## src/rtl/calc_key_debounce.sv

```systemverilog
// Key/func input conditioning for the calculator core: optional 2-flop sync, one-key lockout
// debounce FSM, func debounce and accepted-press counter. Optional sync: `CALC_KEY_SYNC_EN.
module calc_key_debounce #(
  parameter int DEBOUNCE_CYCLES = 4
) (
  input  logic       clk,
  input  logic       rst_n,
  input  logic [9:0] key_raw,
  input  logic       res_raw,
  input  logic [2:0] func_raw,
  output logic       zero,
  output logic       one,
  output logic       two,
  output logic       three,
  output logic       four,
  output logic       five,
  output logic       six,
  output logic       seven,
  output logic       eight,
  output logic       nine,
  output logic       get_res,
  output logic [2:0] func,
  output logic [7:0] press_count
);

  localparam int         NUM_KEYS = 11;
  localparam logic [7:0] DEB      = 8'(DEBOUNCE_CYCLES);

  typedef enum logic [1:0] {
    IDLE      = 2'd0,
    DEB_PRESS = 2'd1,
    HELD      = 2'd2,
    DEB_REL   = 2'd3
  } state_t;

  logic [NUM_KEYS-1:0] keys;
  logic [NUM_KEYS-1:0] keys_s;
  logic [2:0]          func_s;

  assign keys = {res_raw, key_raw};

`ifdef CALC_KEY_SYNC_EN
  logic [NUM_KEYS+2:0] sync1_q, sync1_d;
  logic [NUM_KEYS+2:0] sync2_q, sync2_d;

  always_comb begin
    sync1_d = {func_raw, keys};
    sync2_d = sync1_q;
  end

  always_ff @(posedge clk or negedge rst_n) begin
    if (!rst_n) begin
      sync1_q <= '0;
      sync2_q <= '0;
    end else begin
      sync1_q <= sync1_d;
      sync2_q <= sync2_d;
    end
  end

  assign {func_s, keys_s} = sync2_q;
`else
  assign keys_s = keys;
  assign func_s = func_raw;
`endif

  // Counters stop at the threshold so a long-held input can never roll over and retrigger.
  function automatic logic [7:0] sat_inc(input logic [7:0] v);
    return (v >= DEB) ? v : v + 8'd1;
  endfunction

  state_t              state_q, state_d;
  logic [3:0]          cand_q, cand_d;
  logic [7:0]          cnt_q, cnt_d;
  logic [NUM_KEYS-1:0] out_q, out_d;
  logic [7:0]          press_count_q, press_count_d;
  logic [3:0]          low_idx;

  // Lowest set index wins: digit 0 has top priority, result key the lowest.
  always_comb begin
    low_idx = '0;
    for (int i = NUM_KEYS - 1; i >= 0; i--) begin
      if (keys_s[i]) low_idx = 4'(i);
    end
  end

  always_comb begin
    state_d       = state_q;
    cand_d        = cand_q;
    cnt_d         = cnt_q;
    press_count_d = press_count_q;
    case (state_q)
      IDLE: begin
        if (|keys_s) begin
          cand_d  = low_idx;
          cnt_d   = '0;
          state_d = DEB_PRESS;
        end
      end
      DEB_PRESS: begin
        if (keys_s[cand_q]) begin
          cnt_d = sat_inc(cnt_q);
          if (cnt_d == DEB) begin
            state_d       = HELD;
            press_count_d = press_count_q + 8'd1;
          end
        end else begin
          state_d = IDLE;
        end
      end
      HELD: begin
        if (keys_s == '0) begin
          cnt_d   = '0;
          state_d = DEB_REL;
        end
      end
      DEB_REL: begin
        if (|keys_s) begin
          state_d = HELD;
        end else begin
          cnt_d = sat_inc(cnt_q);
          if (cnt_d == DEB) state_d = IDLE;
        end
      end
      default: state_d = IDLE;
    endcase
    // Outputs are decoded from the next state so they change on the same edge as the FSM.
    out_d = '0;
    if (state_d == HELD || state_d == DEB_REL) out_d = NUM_KEYS'(1) << cand_d;
  end

  always_ff @(posedge clk or negedge rst_n) begin
    if (!rst_n) begin
      state_q       <= IDLE;
      cand_q        <= '0;
      cnt_q         <= '0;
      out_q         <= '0;
      press_count_q <= '0;
    end else begin
      state_q       <= state_d;
      cand_q        <= cand_d;
      cnt_q         <= cnt_d;
      out_q         <= out_d;
      press_count_q <= press_count_d;
    end
  end

  logic [2:0] func_q, func_d;
  logic [2:0] func_cand_q, func_cand_d;
  logic [7:0] fcnt_q, fcnt_d;

  always_comb begin
    func_d      = func_q;
    func_cand_d = func_cand_q;
    fcnt_d      = fcnt_q;
    if (func_s != func_cand_q) begin
      func_cand_d = func_s;
      fcnt_d      = '0;
    end else if (func_s != func_q) begin
      fcnt_d = sat_inc(fcnt_q);
      if (fcnt_d == DEB) func_d = func_cand_q;
    end else begin
      fcnt_d = '0;
    end
  end

  always_ff @(posedge clk or negedge rst_n) begin
    if (!rst_n) begin
      func_q      <= '0;
      func_cand_q <= '0;
      fcnt_q      <= '0;
    end else begin
      func_q      <= func_d;
      func_cand_q <= func_cand_d;
      fcnt_q      <= fcnt_d;
    end
  end

  assign {get_res, nine, eight, seven, six, five, four, three, two, one, zero} = out_q;
  assign func        = func_q;
  assign press_count = press_count_q;

endmodule
```

## config.mk

```make
export PLATFORM = sky130hd
export DESIGN_NAME = calc_key_debounce
export DESIGN_NICKNAME = d
export VERILOG_FILES = /design/src/rtl/calc_key_debounce.sv
export SDC_FILE = /design/constraint.sdc
export NUM_CORES = 1
export LEC_CHECK = 0
export ABC_AREA = 1
export CAP_MARGIN = 25
export CORE_ASPECT_RATIO = 0.5
export CORE_UTILIZATION = 25
export CTS_CLUSTER_DIAMETER = 50
export DETAILED_ROUTE_END_ITERATION = 10
export PLACE_DENSITY_LB_ADDON = 0.05
export SYNTH_ARGS = -nofsm -noshare
export SYNTH_HDL_FRONTEND = slang
export SYNTH_SLANG_ARGS = --single-unit
```

## constraint.sdc

```tcl
create_clock -name clk -period 4.7 [get_ports clk]
set_input_delay 0.94 -clock clk [delete_from_list [all_inputs] [get_ports clk]]
set_output_delay 0.94 -clock clk [all_outputs]
set_load 0.05 [all_outputs]
```

# Word level (Yosys, flattened, before mapping)
# Index checks and enable logic that the tools add are counted.
[word_totals]
regBits = 47
input_bits = 16
out_inout_bits = 22
wordCells = 68
[classes]
addsub = 3
order_cmp = 3
n_eq_ne = 13
shift = 1
mux = 32
bitwise = 1
reduce_logical = 7
[op_table]
columns = ["op", "count"]
rows = [
  ["$mux 8", 8],
  ["$mux 4", 13],
  ["$pmux 8 s4", 1],
  ["$add 8x1->8 const B", 3],
  ["$eq 8x3->1 const B", 2],
  ["$ge 8x3->1 const B", 2],
  ["$mux 2", 6],
  ["$logic_not 11->1", 1],
  ["$mux 11", 1],
  ["$reduce_or 11->1", 1],
  ["$shl 1x4->11 const A", 1],
  ["$eq 2x2->1 const B", 4],
  ["$ne 2x2->1 const B", 4],
  ["$pmux 2 s4", 1],
  ["$ne 3x3->1", 2],
  ["$reduce_and 3->1", 2],
  ["$lt 4x5->1 const B", 1],
  ["$bmux 1 s4", 1],
  ["$reduce_and 4->1", 1],
  ["$eq 2x1->1 const B", 1],
  ["$logic_not 2->1", 1],
  ["$logic_or 1x1->1", 1],
  ["$mux 1", 1],
  ["$not 1->1", 1],
]

# Depth between registers and ports, before layout
# Gate-level depths: netlist (run 1).
[logic_depth]
depth_word = 15
mapped_depth = 12
mapped_depth_nobuf = 12

# Least setup slack after synthesis (run 1)
# Ideal clock, no wire load.
[synth_timing]
path_type = "input -> register"
start = "in key_raw[2]"
end = "reg cnt_q[3]"
setup_time_ns = 0.119
arrival_ns = 1.912
t_required_ns = 4.581
path_slack_ns = 2.669
cell_stages = 10
path_buffers = 1
cell_sequence = "nor2_1 -> nand3_2 -> nor2_4 -> nand2_4 -> nand2_4 -> o21ai_1 -> inv_2 -> o21ai_2 -> buf_6 -> o21a_1"
[synth_between]
elab_chain_len = 4
word_cells_on_any_way = 9
cone_classes = "eq/ne (4); mux (2); reduce/logical (3)"
[synth_lines]
columns = ["item", "line_no", "rtl"]
rows = [
  ["start: declaration", "8", "input logic [9:0] key_raw,"],
  ["$bmux 1 s4", "101", "if (keys_s[cand_q]) begin"],
  ["$mux 1 (implied by the code)", "101", ""],
  ["$ne 2x2->1 (no source line)", "--", ""],
  ["$reduce_and 4->1 (no source line) (*)", "--", ""],
  ["end signal: assignment", "142", "cnt_q <= cnt_d;"],
  ["end: declaration", "74", "logic [7:0] cnt_q, cnt_d;"],
]
# Every way passes the cells marked *; elsewhere a longest branch is shown, timed or not. The select of a mux whose other input is x is not followed.
# A chain may end at the register's enable or synchronous reset.

# Worst setup path in the final report (run 1)
[layout_timing]
start = "reg press_count_q[5], in the netlist press_count[5]"
end = "out press_count[5]"
[layout_lines]
columns = ["item", "line_no", "rtl"]
rows = [
  ["start: declaration", "76", "logic [7:0] press_count_q, press_count_d;"],
  ["start signal: assignment", "144", "press_count_q <= press_count_d;"],
  ["end: declaration", "23", "output logic [7:0] press_count"],
]
# No word-level cell between the ends.

==> results of run 1 <==
==> through the flow <==
stage	hold slack [ns]	util
2_1_floorplan	0.474	-
5_1_grt	0.537	0.335
3_3_place_gp	0.500	0.316
3_5_place_dp	0.498	0.316
6_report	0.510	0.335
4_1_cts	0.515	0.335
==> logic make-up (layout without fill, tap and decap cells) <==
logic type / count (synthesis) / count (layout)
xor+xnor: 12 / 12
compound gates: 29 / 29
buf+inv: 48 / 89
flops: 47 / 47
simple gates: 162 / 162
fa+ha+maj: 5 / 5
==> worst reg2reg max path: stages, from the launching register on <==
cell and delay, ns:
dfrtp_1 0.39, inv_1 0.07, ha_1 0.31, o21ai_2 0.26, nand3b_1 0.10, nor2_1 0.14, nand3_2 0.18, nand2_1 0.11
o21ai_1 0.06
==> layer usage <==
layer  routed length, um  part of all wire
met1                2530              0.49
met3                 201             0.039
met5                   0                 0
met2                2310              0.45
met4                  75             0.015
==> path summary, 6_finish.rpt <==
check / startpoint / endpoint / slack (ns) / depth (start not counted)
max in group asynchronous: rst_n / fcnt_q[7] / 3.53 / 2
min in group asynchronous: rst_n / cand_q[1] / 0.75 / 2
max reg2reg: cnt_q[0] / press_count[7] / 2.96 / 8
max: press_count[5] / press_count[5] / 2.20 / 1
min: fcnt_q[7] / fcnt_q[7] / 0.51 / 2
min reg2reg: fcnt_q[7] / fcnt_q[7] / 0.51 / 2
==> sequential cells by signal, summed over array words and instances, names as in the netlist <==
name,cells
func,3
cnt_q,8
func_cand_q,3
out_q,11
cand_q,4
state_q,2
fcnt_q,8
press_count,8
==> cell type report <==
type	count	area, um2	share of cell area
timing repair buffer	38	373	0.115
inverter	43	161	0.0500
clock inverter	2	60.1	0.0186
sequential	47	1180	0.364
multi-input combinational	208	1160	0.360
clock buffer	6	129	0.0399
tap	135	169	0.0523
==> cell usage in the layout, fill, tap and decap left out, drive strengths merged <==
master / instances
a21oi: 9
and3: 1
buf: 2
bufinv: 2
clkbuf: 6
clkdlybuf4s50: 36
clkinv: 1
dfrtp: 47
ha: 5
inv: 42
nand2: 71
nand3: 28
nand3b: 4
nand4: 3
nor2: 49
nor3: 6
o21a: 6
o21ai: 14
xnor2: 6
xor2: 6
==> power groups by stage <==
| stage | clock network (uW) | logic [uW] | registers, uW |
|---|---|---|---|
| 6_report | 456 | 53.8 | 409 |
| 5_1_grt | 494 | 60.6 | 409 |
| 2_1_floorplan | 0 | 23.5 | 419 |
| 4_1_cts | 477 | 55.6 | 409 |
| 3_3_place_gp | 0 | 55.5 | 417 |
| 3_5_place_dp | 0 | 55.2 | 417 |
==> impl_metrics.json, run 1 <==
{
  "fin_tns_setup_ns": 0,
  "yosysTopAreaCell": "dfrtp_1",
  "die_y_um": 73.1,
  "crit_path_max_incr_delay_ns": 0.84,
  "cp-end-kind": "output port",
  "dpl_cell_area_um2": 3040,
  "crit_fanout": 5,
  "skew_ns": 0.00425,
  "nets": 364,
  "nFillCells": 1023,
  "drt_wl_total_mm": 5.12,
  "synth_cell_type_count": 30,
  "maxCapViolCount": 0,
  "synth_top_area_frac": 0.465,
  "p_int_uw": 734,
  "path_cells": "clkdlybuf4s50_1",
  "period_share": 0.532,
  "pin_count": 38,
  "met3_usage": 0.0374,
  "drv_slew": 0,
  "synth_fp_nets": 324,
  "die_x_um": 144,
  "cts_setup_buffers": 0,
  "antenna_found_initial": 0,
  "clockRootBuffer": "clkbuf_16",
  "rsz0062_at_grt": "no",
  "yosys.area_share.simple": 0.324,
  "cp_slowest_cell": "clkdlybuf4s50_1",
  "synth.avg_cell_area_um2": 8.35,
  "stdcell_area_um2": 3230,
  "ant_nets": 0,
  "synthMuxAreaShare": 0,
  "synth_edf_count": 0,
  "synth.most_common_cell": "nand2_1",
  "syn_to_final_growth_pct": 27.7,
  "rows": 25,
  "synth-compound-area-share": 0.0693,
  "dieArea_um2": 10500,
  "io_buffers": 37,
  "cts_resized": 0,
  "htree_levels": 2,
  "powerDensity_nw_per_um2": 285,
  "crit_path_start_kind": "flip-flop",
  "place_ws_ns": 2.11,
  "hold_viol": 0,
  "clkTransAtPathRegs_ns": 0.06,
  "p_sw_frac": 0.201,
  "synth-seq-area-share": 0.465,
  "viasPerCell": 4.14,
  "drtPass1Iterations": 4,
  "p_sw_uw": 185,
  "gp_congestion": 0.810,
  "drc_errors": 0,
  "slew_headroom": 0.587,
  "synth_cells": 303,
  "grt_pass1_vias": 1937,
  "detail_route.wl_per_cell_um": 10.7,
  "netlist_top_cells_count": "63 x nand2_1, 47 x dfrtp_1, 40 x nor2_1",
  "peakVddDrop_mv": 0.153,
  "cp_num_buf_inv": 1,
  "timing.final.ws_setup_ns": 2.20,
  "cts_buffer_depth": 2,
  "timing_worst_setup_path_type": "reg -> out",
  "core_um2": 9630,
  "arrival_ns": 1.56,
  "instances_no_fill": 479,
  "synth_area_um2": 2530,
  "grt-busiest-layer": "met2",
  "met2_usage": 0.180,
  "grt_max_degree": 48,
  "synth_fa_ha_area_frac": 0.0247,
  "synth_xor_area_frac": 0.0416,
  "ys.flop_type": "dfrtp_1",
  "placed_cells": 471,
  "grt_pass1_wl_mm": 8.98,
  "ys_top_cells_by_area": "dfrtp_1 47%, nand2_1 9.4%, nor2_1 5.9%",
  "p_seq_frac": 0.445,
  "synth_warnings": 0,
  "vias": 1984,
  "required_ns": 3.76,
  "start_util": 0.262,
  "period_needed_ns": 2.50,
  "hpwl_mm": 3.88,
  "fmax_ghz": 0.400,
  "diodes": 0,
  "synth-seq-cells": 47,
  "p_total_uw": 919,
  "ys_async_sr_fraction": 1.00,
  "cpLargestDelayFamily": "buffers and inverters",
  "hold_buffers": 0,
  "insertion_delay_ns": 0.29,
  "drive_above_1_share": 0.128,
  "grt_util_met1": 0.144,
  "grtUsageTotal": 0.113,
  "first_iter_violations": 49,
  "overflow": 0,
  "clock-sinks": 47,
  "tritoncts": "yes",
  "p_comb_frac": 0.059,
  "synth_top_family_by_area": "simple AND/OR/NAND/NOR gates",
  "clkPwrFrac": 0.496,
  "power_leakage_uw": 0.00150,
  "worstMarginPinSlew_ns": 0.619,
  "run_status": "finished, final reports clean",
  "final-setup-viol-count": 0,
  "cts_buffers": 5,
  "hold_path_class": "reg -> reg"
}
No activity file was read; power rests on OpenSTA's default activity.
==> run 2: changes to the inputs <==
==> constraint.sdc (replaced) <==
create_clock -name clk -period 2.54 [get_ports clk]
set_input_delay 0.508 -clock clk [delete_from_list [all_inputs] [get_ports clk]]
set_output_delay 0.508 -clock clk [all_outputs]
set_load 0.05 [all_outputs]
==> run 2 against run 1 <==
  * Routed wire length is 3.0% higher
  * Sequential share of layout area stayed put
  * First-iteration DRC count is 12% lower
  * Final cell count unchanged
  * Clock power increased by 82%
  * Final area unchanged
  * Clock skew is 0.00070 ns lower
  * Non-clock buffer count unchanged
  * Register-to-register slack worse by 2.2 ns
  * Utilization unchanged
  * Flip-flop and latch count unchanged
  * Worst setup slack worse by 1.7 ns
  * Largest power group unchanged
==> impl_metrics.json, run 2 (same netlist as run 1, synthesis figures left out) <==
{
  "routed-wl-met2_mm": 2.32,
  "required_ns": 2.03,
  "rsz0062_at_grt": "no",
  "ant_nets": 0,
  "crit_path_max_incr_delay_ns": 0.84,
  "peakVddDrop_mv": 0.220,
  "layout_common_cells": "63 x nand2_1, 47 x dfrtp_1, 40 x nor2_1",
  "regArea_um2": 1180,
  "skew_ns": 0.00355,
  "dpl_cell_area_um2": 3040,
  "first_iter_violations": 43,
  "insertion_delay_ns": 0.28,
  "hpwl_mm": 3.97,
  "syn_to_final_growth_pct": 27.7,
  "cts_resized": 0,
  "path_cells": "clkdlybuf4s50_1",
  "r2r_slack_ns": 0.80,
  "wl_met3_um": 195,
  "grtUsageTotal": 0.113,
  "fmax_ghz": 0.484,
  "stdcell_area_um2": 3230,
  "viasPerCell": 4.12,
  "start_util": 0.262,
  "hold_buffers": 0,
  "vias": 1973,
  "cp_num_buf_inv": 1,
  "drtPass1Iterations": 4,
  "fin_tns_setup_ns": 0,
  "crit_fanout": 5,
  "gp_congestion": 0.809,
  "routed.top_layer": "met4",
  "cp-end-kind": "output port",
  "die_y_um": 73.1,
  "arrival_ns": 1.56,
  "io_buffers": 37,
  "power_leakage_uw": 0.00150,
  "grt_pass1_vias": 1971,
  "run_status": "finished, final reports clean",
  "cts_setup_buffers": 0,
  "tritoncts": "yes",
  "utilization": 0.335,
  "clkTransAtPathRegs_ns": 0.06,
  "htree_levels": 2,
  "hold_viol": 0,
  "clockRootBuffer": "clkbuf_16",
  "final_common_cell": "nand2_1",
  "final-setup-viol-count": 0,
  "largest_register_ffs": 11,
  "antenna_found_initial": 0,
  "powerDensity_nw_per_um2": 523,
  "grt_pass1_wl_mm": 9.18,
  "cts_buffer_depth": 2,
  "cp_slowest_cell": "clkdlybuf4s50_1",
  "period_share": 0.813,
  "clock-sinks": 47,
  "cpLargestDelayFamily": "buffers and inverters",
  "period_needed_ns": 2.07,
  "rows": 25,
  "cts_buffers": 5,
  "die_x_um": 144,
  "grt_max_degree": 48,
  "pin_count": 38,
  "crit_path_start_kind": "flip-flop",
  "timing_worst_setup_path_type": "reg -> out",
  "drc_errors": 0,
  "hold_path_class": "in -> async",
  "slew_headroom": 0.580,
  "worstMarginPinSlew_ns": 0.630,
  "maxCapViolCount": 0,
  "dieArea_um2": 10500,
  "drv_slew": 0,
  "overflow": 0,
  "nets": 364,
  "largest_register": "out_q",
  "core_um2": 9630,
  "nFillCells": 1029,
  "wl_met1_mm": 2.73,
  "diodes": 0,
  "multi_input_area_um2": 1160,
  "drive_above_1_share": 0.128,
  "drt_wl_total_mm": 5.27,
  "detail_route.wl_per_cell_um": 11.0
}
run 2: cell counts in the layout (fill, tap and decap cells not counted):
Identical to the previous run, type by type.
run 2: report_power, final:
part	internal, uW	switching, uW	total, uW
Combinational	40.2	59.5	99.7
Clock	564	268	832
Sequential	754	3.36	758
run 2: final cells by class:
type                       count  area share
timing repair buffer          38       0.115
clock buffer                   6      0.0399
inverter                      43      0.0500
tap                          135      0.0523
clock inverter                 2      0.0186
multi-input combinational    208       0.360
sequential                    47       0.364
run 2: stage by stage:
stage | power, uW | instances | hold WS [ns] | setup WS (ns)
after floorplan | 818 | 303 | 0.212 | 0.941
after global placement | 874 | 471 | 0.499 | 0.355
after detailed placement | 874 | 471 | 0.505 | 0.364
after CTS | 1730 | 479 | 0.358 | 0.451
after global routing | 1770 | 479 | 0.387 | 0.417
final | 1690 | 479 | 0.327 | 0.475
run 2: routing by layer:
metal / global-route usage / vias up
met3: 0.0354 / 4
met1: 0.150 / 910
met5: 0 / -
met2: 0.183 / 26
li1: - / 1033
met4: 0.0211 / 0
run 2: worst paths after layout:
path	startpoint	to	cells past startpoint
min reg2reg	fcnt_q[7]	fcnt_q[7]	2
max reg2reg	state_q[0]	cnt_q[2]	5
max	press_count[5]	press_count[5]	1
min in group clk	fcnt_q[7]	fcnt_q[7]	2
max in group asynchronous	rst_n	fcnt_q[7]	2
min	rst_n	cand_q[1]	2
==> RTL edit: new RTL, flow settings as in run 1 <==
Register the inputs `key_raw` and `res_raw` before use, without a reset. The logic sees them one clock later. The other inputs are not delayed to match.
--- a/src/rtl/calc_key_debounce.sv
+++ b/src/rtl/calc_key_debounce.sv
@@ -33,11 +33,19 @@
     DEB_REL   = 2'd3
   } state_t;
 
+  logic [9:0] key_raw_q;
+  logic res_raw_q;
+
+  always_ff @(posedge clk) begin
+    key_raw_q <= key_raw;
+    res_raw_q <= res_raw;
+  end
+
   logic [NUM_KEYS-1:0] keys;
   logic [NUM_KEYS-1:0] keys_s;
   logic [2:0]          func_s;
 
-  assign keys = {res_raw, key_raw};
+  assign keys = {res_raw_q, key_raw_q};
 
 `ifdef CALC_KEY_SYNC_EN
   logic [NUM_KEYS+2:0] sync1_q, sync1_d;
Behaviour: not the same (Yosys sat finds a counterexample within 10 cycles, from zero or initial values and one cycle with rst_n low).
==> RTL edit against run 1 <==
- final area rose by 9.5%
- utilization rose by 0.46 points
- count of clock-buffer cells in the layout rose by 8
- register-to-register slack got worse by 0.03 ns
- wire length rose by 8.5%
- synthesized area rose by 7.7%
- worst setup slack improved by 0.0017 ns
- sequential cell count rose by 11
- critical endpoint is now press_count[0]
Power is not compared: it rests on default switching activity, and its combinational part moved more than twofold at a synthesized area within 25%.
==> RTL edit: results (changes against run 1) <==
Run status
  • Status: finished clean

Placed design
  • DPL Wire Length: 4140 µm (+6.7%)
  • Placed insts: 488 (+3.6%)
  • Dpl ws: 2.11 ns (+0.000410 ns)
  • GPL Wtd Cong: 0.764 (-5.6%)

Hold path
  • Hold Crit Endpoint: press_count[5]$_DFFE_PN0P_
  • Worst Hold Launch: press_count[5]$_DFFE_PN0P_

CTS
  • Clock Latency Late Sink: 0.32 ns (+0.03 ns)
  • CTS buffer count: 9 (+4)

Logic synthesis
  • Syn nets: 335 (+3.4%)
  • Top cells by count, synth: nand2_1 (61), dfrtp_1 (47), nor2_1 (42), inv_1 (41), nand3_1 (22)
  • Synth top area cells: dfrtp_1 (43%), nand2_1 (8.4%), dfxtp_1 (8.1%), nor2_1 (5.8%), inv_1 (5.6%)
  • Distinct cells, synth: 33 (+10%)
  • Syn Area/Cell: 8.67 µm² (+3.9%)

Power
  • Final Power: 1.68 mW

Worst setup path
  • CP Max Fanout: 4 (-1)
  • Critical path startpoint: press_count[0]$_DFFE_PN0P_
  • R2R Setup Slk: 2.93 ns (-0.03 ns)
  • R2r endpoint: press_count[5]$_DFFE_PN0P_
  • Critical Path End: press_count[0]
  • Reg2Reg Depth: 12 (+4)

Final layout
  • Share of cells above drive strength 1: 14.0% (+1.2 points)
  • Non-filler cells, final: 504 (+5.2%)
  • Final #Nets: 380 (+4.4%)

Timing
  • Slew HR: 59.6% (+0.90 points)
  • Final setup margin: 2.20 ns (+0.00172 ns)
  • Hold Slack: 0.510 ns (-0.00000400 ns)

Global routing
  • Vias in the first global route: 2040 (+5.3%)
  • First-pass GRT wire length: 9550 µm (+6.4%)
  • All-Layer GR Usage: 11.4% (+0.050 points)

Route
  • Starting DRC count in detailed routing: 57 (+16%)
  • Via density: 4.08 (-1.5%)
  • DR WL/cell: 11.0 µm (+3.1%)
==> RTL edit: kinds of logic (layout without fill, tap and decap cells) <==
logic type | after synthesis | count (layout) | share of synthesized area [%]
simple gates | 169 | 169 | 31.1
fa+ha+maj | 5 | 5 | 2.30
xor+xnor | 10 | 10 | 3.22
compound gates | 23 | 23 | 5.24
flops | 58 | 58 | 51.3
buf+inv | 49 | 99 | 6.89
==> RTL edit: area by class of cell <==
| type | instances | area (µm²) |
|---|---|---|
| multi-input combinational | 207 | 1140 |
| clock inverter | 2 | 10.0 |
| tap | 140 | 175 |
| timing repair buffer | 38 | 373 |
| inverter | 45 | 169 |
| clock buffer | 14 | 274 |
| sequential | 58 | 1400 |
| fill | 1097 | 6870 |
==> RTL edit: routing by layer <==
layer,wire length [µm],part of all wire (%),track usage [%],vias up
li1,-,-,-,1079
met1,2840,51,14.4,936
met2,2370,43,17.2,33
met3,254,4.6,5.03,9
met4,89,1.6,4.42,0
met5,0,0,0,-
